**src/rtl/issue_scoreboard.sv**
```systemverilog
// -----------------------------------------------------------------------------
// issue_scoreboard
//
// Issue controller sitting between the decoder and the execution units. It
// holds one decoded instruction, tracks destination registers that still have
// a write outstanding (a one-bit-per-register scoreboard), stalls on RAW/WAW
// hazards or a busy target unit, and issues to exactly one unit with a
// one-cycle registered strobe. Illegal instructions (or an out-of-range unit
// index) are diverted to a trap request/acknowledge handshake.
//
// Optional feature macro: SCOREBOARD_WB_BYPASS_EN
//   defined   : a writeback in the same cycle removes the hazard it resolves,
//               so the consumer issues the cycle the writeback lands.
//   undefined : hazards use the registered scoreboard only (one cycle later).
//
// Ports:
//   clk, rst_n        clock, asynchronous active-low reset
//   clk_en            global enable; all state holds and iss_valid is 0 when low
//   dec_*             decoded instruction fields from the decoder
//   dec_busy          back-pressure to the decoder (combinational)
//   unit_busy         per-unit busy inputs
//   iss_valid         one-hot issue strobe (registered, one cycle)
//   iss_rs1/rs2/rd    register fields of the issued instruction
//   iss_imm/iss_addr  immediate / address of the issued instruction
//   wb_valid, wb_rd   writeback completion, clears the scoreboard bit
//   flush             drop the held instruction (branch redirect)
//   trap_req/addr     illegal instruction pending, with its address
//   trap_ack          trap accepted by the handler
// -----------------------------------------------------------------------------
module issue_scoreboard #(
  parameter int N_UNITS    = 4,
  parameter int REG_ADDR_W = 5,
  parameter int XLEN       = 32,
  localparam int UNIT_W    = (N_UNITS > 1) ? $clog2(N_UNITS) : 1
) (
  input  logic                  clk,
  input  logic                  rst_n,
  input  logic                  clk_en,
  input  logic                  dec_valid,
  input  logic [REG_ADDR_W-1:0] dec_rs1,
  input  logic [REG_ADDR_W-1:0] dec_rs2,
  input  logic [REG_ADDR_W-1:0] dec_rd,
  input  logic                  dec_use_rs1,
  input  logic                  dec_use_rs2,
  input  logic                  dec_wr_rd,
  input  logic [UNIT_W-1:0]     dec_unit,
  input  logic [XLEN-1:0]       dec_imm,
  input  logic [XLEN-1:0]       dec_addr,
  input  logic                  dec_illegal,
  output logic                  dec_busy,
  input  logic [N_UNITS-1:0]    unit_busy,
  output logic [N_UNITS-1:0]    iss_valid,
  output logic [REG_ADDR_W-1:0] iss_rs1,
  output logic [REG_ADDR_W-1:0] iss_rs2,
  output logic [REG_ADDR_W-1:0] iss_rd,
  output logic [XLEN-1:0]       iss_imm,
  output logic [XLEN-1:0]       iss_addr,
  input  logic                  wb_valid,
  input  logic [REG_ADDR_W-1:0] wb_rd,
  input  logic                  flush,
  output logic                  trap_req,
  input  logic                  trap_ack,
  output logic [XLEN-1:0]       trap_addr
);

  localparam int N_REGS = 1 << REG_ADDR_W;

  typedef enum logic [1:0] {IDLE, HOLD, TRAP} state_t;

  state_t                state_q, state_d;
  logic [N_REGS-1:0]     pend_q, pend_d;

  // Held (latched) instruction
  logic [REG_ADDR_W-1:0] rs1_q, rs1_d, rs2_q, rs2_d, rd_q, rd_d;
  logic                  use_rs1_q, use_rs1_d, use_rs2_q, use_rs2_d;
  logic                  wr_rd_q, wr_rd_d;
  logic [UNIT_W-1:0]     unit_q, unit_d;
  logic [XLEN-1:0]       imm_q, imm_d, addr_q, addr_d;

  // Issue output registers; captured at issue so a back-to-back capture of the
  // next instruction cannot disturb the fields presented with the strobe.
  logic [N_UNITS-1:0]    iss_valid_q, iss_valid_d;
  logic [REG_ADDR_W-1:0] iss_rs1_q, iss_rs1_d, iss_rs2_q, iss_rs2_d;
  logic [REG_ADDR_W-1:0] iss_rd_q, iss_rd_d;
  logic [XLEN-1:0]       iss_imm_q, iss_imm_d, iss_addr_q, iss_addr_d;

  logic [N_REGS-1:0]     blk_pend;
  logic [(1<<UNIT_W)-1:0] unit_legal;
  logic                  hazard, issue_ok, do_issue, accept, illegal_in;

  // Hazard / issue evaluation
  always_comb begin
    blk_pend = pend_q;
`ifdef SCOREBOARD_WB_BYPASS_EN
    // A writeback landing this cycle already resolves its hazard.
    if (wb_valid) blk_pend[wb_rd] = 1'b0;
`endif
    hazard   = (use_rs1_q & blk_pend[rs1_q]) |
               (use_rs2_q & blk_pend[rs2_q]) |
               (wr_rd_q   & blk_pend[rd_q]);
    issue_ok = (state_q == HOLD) & ~hazard & ~unit_busy[unit_q];
    dec_busy = ((state_q == HOLD) & ~issue_ok) | (state_q == TRAP);
    do_issue = clk_en & issue_ok & ~flush;
    accept   = clk_en & dec_valid & ~dec_busy & ~flush;

    // Unit indices that do not map onto an execution unit trap like illegals.
    for (int i = 0; i < (1 << UNIT_W); i++) unit_legal[i] = (i < N_UNITS);
    illegal_in = dec_illegal | ~unit_legal[dec_unit];
  end

  // Next-state, scoreboard and held-field update
  always_comb begin
    state_d     = state_q;
    pend_d      = pend_q;
    rs1_d       = rs1_q;
    rs2_d       = rs2_q;
    rd_d        = rd_q;
    use_rs1_d   = use_rs1_q;
    use_rs2_d   = use_rs2_q;
    wr_rd_d     = wr_rd_q;
    unit_d      = unit_q;
    imm_d       = imm_q;
    addr_d      = addr_q;
    iss_valid_d = '0;
    iss_rs1_d   = iss_rs1_q;
    iss_rs2_d   = iss_rs2_q;
    iss_rd_d    = iss_rd_q;
    iss_imm_d   = iss_imm_q;
    iss_addr_d  = iss_addr_q;

    if (clk_en) begin
      if (wb_valid) pend_d[wb_rd] = 1'b0;

      // Set after clear: a new producer wins over a completing one.
      if (do_issue) begin
        iss_valid_d[unit_q] = 1'b1;
        iss_rs1_d           = rs1_q;
        iss_rs2_d           = rs2_q;
        iss_rd_d            = rd_q;
        iss_imm_d           = imm_q;
        iss_addr_d          = addr_q;
        if (wr_rd_q) pend_d[rd_q] = 1'b1;
      end
      pend_d[0] = 1'b0;

      case (state_q)
        IDLE, HOLD: begin
          if (flush) begin
            state_d = IDLE;
          end else if (accept) begin
            rs1_d     = dec_rs1;
            rs2_d     = dec_rs2;
            rd_d      = dec_rd;
            use_rs1_d = dec_use_rs1;
            use_rs2_d = dec_use_rs2;
            wr_rd_d   = dec_wr_rd;
            unit_d    = dec_unit;
            imm_d     = dec_imm;
            addr_d    = dec_addr;
            state_d   = illegal_in ? TRAP : HOLD;
          end else if (do_issue) begin
            state_d = IDLE;
          end
        end
        TRAP: begin
          if (flush || trap_ack) state_d = IDLE;
        end
        default: state_d = IDLE;
      endcase
    end
  end

  always_ff @(posedge clk or negedge rst_n) begin
    if (!rst_n) begin
      state_q     <= IDLE;
      pend_q      <= '0;
      rs1_q       <= '0;
      rs2_q       <= '0;
      rd_q        <= '0;
      use_rs1_q   <= 1'b0;
      use_rs2_q   <= 1'b0;
      wr_rd_q     <= 1'b0;
      unit_q      <= '0;
      imm_q       <= '0;
      addr_q      <= '0;
      iss_valid_q <= '0;
      iss_rs1_q   <= '0;
      iss_rs2_q   <= '0;
      iss_rd_q    <= '0;
      iss_imm_q   <= '0;
      iss_addr_q  <= '0;
    end else begin
      state_q     <= state_d;
      pend_q      <= pend_d;
      rs1_q       <= rs1_d;
      rs2_q       <= rs2_d;
      rd_q        <= rd_d;
      use_rs1_q   <= use_rs1_d;
      use_rs2_q   <= use_rs2_d;
      wr_rd_q     <= wr_rd_d;
      unit_q      <= unit_d;
      imm_q       <= imm_d;
      addr_q      <= addr_d;
      iss_valid_q <= iss_valid_d;
      iss_rs1_q   <= iss_rs1_d;
      iss_rs2_q   <= iss_rs2_d;
      iss_rd_q    <= iss_rd_d;
      iss_imm_q   <= iss_imm_d;
      iss_addr_q  <= iss_addr_d;
    end
  end

  assign iss_valid = clk_en ? iss_valid_q : '0;
  assign iss_rs1   = iss_rs1_q;
  assign iss_rs2   = iss_rs2_q;
  assign iss_rd    = iss_rd_q;
  assign iss_imm   = iss_imm_q;
  assign iss_addr  = iss_addr_q;
  assign trap_req  = (state_q == TRAP);
  assign trap_addr = trap_req ? addr_q : '0;

endmodule

```
**config.mk**
```make
export PLATFORM = sky130hd
export DESIGN_NAME = issue_scoreboard
export DESIGN_NICKNAME = d
export VERILOG_FILES = /design/src/rtl/issue_scoreboard.sv
export SDC_FILE = /design/constraint.sdc
export NUM_CORES = 1
export LEC_CHECK = 0
export ABC_AREA = 0
export CORE_MARGIN = 5
export CORE_UTILIZATION = 45
export DETAILED_ROUTE_END_ITERATION = 6
export HOLD_SLACK_MARGIN = 0.12
export PLACE_DENSITY = 0.75
export SYNTH_ARGS = -nofsm -noshare
export SYNTH_HDL_FRONTEND = slang
export SYNTH_SLANG_ARGS = --single-unit
export TNS_END_PERCENT = 1
```
**constraint.sdc**
```tcl
create_clock -name clk -period 3.87 [get_ports clk]
set_input_delay 1.161 -clock clk [delete_from_list [all_inputs] [get_ports clk]]
set_output_delay 1.161 -clock clk [all_outputs]
set_load 0.01 [all_outputs]
```
======== Word-level counts from Yosys, hierarchy flattened ========
Cells that the tools add are included.
word-level totals
  input port bits ......................... 101
  register bits after elaboration ......... 200
operators by class
  reductions and logical operators ........ 9
  $lt $le $gt $ge ......................... 9
  bitwise operators ....................... 24
  eq/ne operators ......................... 4
  muxes and demuxes ....................... 30
operators with widths
  cell                count
  $mux 32             5
  $and 32x32->32      1
  $not 32->32         1
  $or 32x32->32       1
  $lt 5x6->1 const B  4
  $bmux 1 s5          3
  $mux 4              3
  $and 1x1->1         11
  $demux 1 s5         2
  $ge 5x1->1 const B  2
  $mux 2              5
  $mux 1              8
  $lt 2x3->1 const B  2
  $not 1->1           6
  $bmux 1 s2          2
  $ne 4x4->1 const B  1
  $or 1x1->1          4
  $pmux 2 s2          1
  $reduce_and 4->1    1
  $logic_and 1x1->1   3
  $reduce_and 3->1    1
  $demux 1 s2         1
  $eq 2x1->1 const B  1
  $eq 2x2->1 const B  1
  6 further kinds     6

======== Logic depth before layout (Yosys ltp) ========
  depth after elaboration ................. 17
  gate-level depth with buffers ........... 12
  mapped depth without buffers ............ 7

======== Worst setup path before layout ========
No wires, ideal clock.
  path type ............................... input to output
  start point ............................. input port unit_busy[3]
  end point ............................... output port dec_busy
  buffers on the path ..................... 0
  data arrival time ....................... 2519 ps
  cell stages on the path ................. 6
  slack ................................... 190 ps
  cell sequence ........................... mux4_2 > nor3_1 > o41ai_1 > a2111oi_2 > nand4bb_1 > a21o_1
between the ends
  longest elaborated chain between the ends .. 7
RTL lines
  what                          line  text
  start, declared               51    input logic [N_UNITS-1:0] unit_busy,
  $bmux 1 s2                    101   issue_ok = (state_q == HOLD) & ~hazard & ~unit_busy[unit_q];
  $mux 1 (not written as such)  101
  $not 1->1                     101
  $and 1x1->1                   101
  $not 1->1                     102   dec_busy = ((state_q == HOLD) & ~issue_ok) | (state_q == TRAP);
  $and 1x1->1                   102
  $or 1x1->1                    102
  end, declared                 50    output logic dec_busy,
No other way between the ends. The select of a mux whose other input is x is not followed.

======== Worst setup path after layout ========
Ends and elaborated chain as after synthesis.

==> out/results.ini <==
[die]
rows=51
die_area_sq_um=22710
dieHeight_um=150.7
io_pins=218
core_area_sq_um=19460
die_w_um=150.7
start_util=0.4578

[placement]
io_buffers=217
place_hpwl_mm=16.88
gp_congestion=0.8975

[cts]
postCtsSetupBuffers=0
worstSkewPairLatency_ps=430
htree_levels=4
clk_pin_slew_ps=70
clockBufferDepth=2
cts_tree=done
numCtsBuffers=17
cts.sinks=200
root_buffer=clkbuf_16

[synthesis]
ys_seq_elements=200
synth_top_area_cell=dfrtp_1
synth_edf_count=0
synth_nets=762
synth_commonest_cells=dfrtp_1 (200), mux2_2 (89), mux2_1 (80), and2_1 (36), o21ai_0 (34)
postSynthAreaPerCell_sq_um=13.48
syn_area_sq_um=8910
yosys_warnings=0
synth_most_common_cell=dfrtp_1
yosysTopAreaCellShare=0.5617
synth.area.top_cells=dfrtp_1 (56%), mux2_2 (11%), mux2_1 (10%), o31ai_1 (2.7%), mux2i_1 (2.6%)
synthCells=661
async_reset_ff_frac=1.000
synth_ff_type=dfrtp_1
ys_seq_area_frac=0.5617
synth_cell_type_count=47

[timing]
fin_crit_sh=1.019
final.setup.worst_slack_ps=-72.48
maxSlewHeadroom=0.5868
setup_violations=1
tightest_slew_ps=604.2
fin_skew_ps=17.73
final_max_slew_viol_count=0
fmax_ghz=0.2536
min_period_ps=3942
rsz0062_at_grt=yes
hold_viol_final=0

[global_routing]
antenna_found_initial=0
grt_pass1_wl_mm=37.22
grt_max_degree=88
grt_pass1_vias=6709
gr-total-overflow=0
grt_use_total=0.2115

[cells_and_area]
final_core_util=0.6242
fillers=1517
final_nets=984
syn_to_final_growth_pct=36.36
antenna-diode-count=0
drive_gt1_frac=0.1987

[status]
outcome=complete, but fails checks
violations=setup timing

[critical_path]
crit_path_top_delay_cell=mux4_2
crit_arrival_ps=2780
path_max_fanout=2
cp_slowest_stage_delay_ps=540
path_class=input port to output port
crit_top_cell=buf_6
critPathLaunchType=input port
cp.required_ps=2710
endpoint_kind=output port
worstPathCellList=buf_6 > mux4_2 > nor3_4 > o41ai_2 > a2111oi_2 > nand4bb_1 > a21o_1 > buf_6

[detailed_routing]
viasPerCell=5.446
drt_iter0_markers=470
vias=6323
postRouteAntennaNets=0
dr.pass1.iters=6
wire_per_inst_um=19.97
drc=0
drt_wl_total_mm=23.19

[power_and_ir_drop]
p_sw_frac=0.3266
power_switching_w=0.002714
max-vdd-ir-drop_v=0.0004117
p_per_area_nw_per_um2=683.9
pwr-share-seq=0.421
p_comb_frac=0.363
total_power_w=0.008309
pwr-share-clk=0.216
p_int_w=0.005595
leakage_nw=5.231

[run]
cap_violations=0

[min_path]
worstHoldPathType=flop to flop

power groups by stage:
stage	sequential (W)	clock, W	combinational (W)
after detailed placement	0.00353	0	0.00301
after CTS	0.00350	0.00183	0.00304
final	0.00350	0.00180	0.00302
after global routing	0.00362	0.00193	0.00325
after floorplan	0.00353	0	0.00138
after global placement	0.00348	0	0.00296
cell type report:
type,count,area (sq um),area share
clock buffer,17,425.4,0.03502
inverter,9,33.78,0.002781
timing repair buffer,248,2490,0.2049
sequential,200,5006,0.4120
multi-input combinational,407,3684,0.3032
clock inverter,15,178.9,0.01473
tap,265,331.6,0.02729
repair_timing:
| action | 4_1_cts | 5_1_grt |
|---|---|---|
| gates resized for setup | 22 | 2 |
| gates cloned | 0 | 0 |
| setup endpoints to repair | 1 | 1 |
| pin swaps | 3 | 1 |
| hold buffers | 0 | 0 |
stage by stage:
stage                     instance area, sq um  setup WS, ps  std cells  setup TNS, ps  hold slack (ps)
final                                    12150        -72.48       1161         -72.48            482.0
after global routing                     12150        -120.9       1161         -120.9            501.7
after CTS                                12140        -133.8       1161         -133.8            487.8
after detailed placement                 11530        -899.0       1129         -34940            469.3
after global placement                   11530        -797.3       1129         -19700            458.3
after floorplan                           8910         189.5        661              0            452.2
worst max-delay path, delay by kind of cell:
family | cells | cell delay, ps
compound gates | 3 | 540
buf+inv | 2 | 210
mux | 1 | 540
simple gates | 2 | 330
per-layer routing:
layer / GRT usage / up-vias / share of wire
li1: - / 2860 / -
met1: 0.2644 / 3168 / 0.40
met2: 0.3364 / 258 / 0.48
met3: 0.08338 / 37 / 0.094
met4: 0.07253 / 0 / 0.024
met5: 0 / - / 0
sequential cells by signal, summed over array words and instances, names as in the netlist, 4 cells and up:
signal / cells
addr_q: 32
imm_q: 32
iss_addr: 32
iss_imm: 32
blk_pend: 31
iss_rd: 5
iss_rs1: 5
iss_rs2: 5
rd_q: 5
rs1_q: 5
rs2_q: 5
iss_valid_q: 4
worst paths after layout:
kind	start	to	slack [ps]	cells past startpoint
max reg2reg	rd_q[1]	iss_rs2[2]	590	9
min	imm_q[2]	iss_imm[2]	480	1
max	unit_busy[3]	dec_busy	-70	8
max in group asynchronous	rst_n	imm_q[28]	2120	2
min in group asynchronous	rst_n	blk_pend[3]	730	1
min reg2reg	imm_q[2]	iss_imm[2]	480	1
kinds of logic (layout without fill, tap and decap cells):
family                 count (synthesis)  after routing  synth area share
muxes                                201            201            0.2622
buffers and inverters                 54            289           0.02837
and+or+nand+nor                      114            114           0.07668
DFF                                  200            200            0.5617
AOI/OAI and AO/OA                     92             92           0.07106
placed cells by master (no fill, tap or decap), drive strengths merged, types with 3 or more instances in the layout:
cell / n
and2: 36
buf: 36
clkbuf: 18
clkdlybuf4s50: 211
clkinv: 7
dfrtp: 200
inv: 16
mux2: 169
mux2i: 23
mux4: 9
nand2: 16
nand3: 9
nand3b: 14
nand4: 3
nor2: 11
nor2b: 3
nor3: 5
o21ai: 34
o221ai: 5
o311ai: 3
o31ai: 32
or3b: 6
Power figures use the tool's default switching activity.
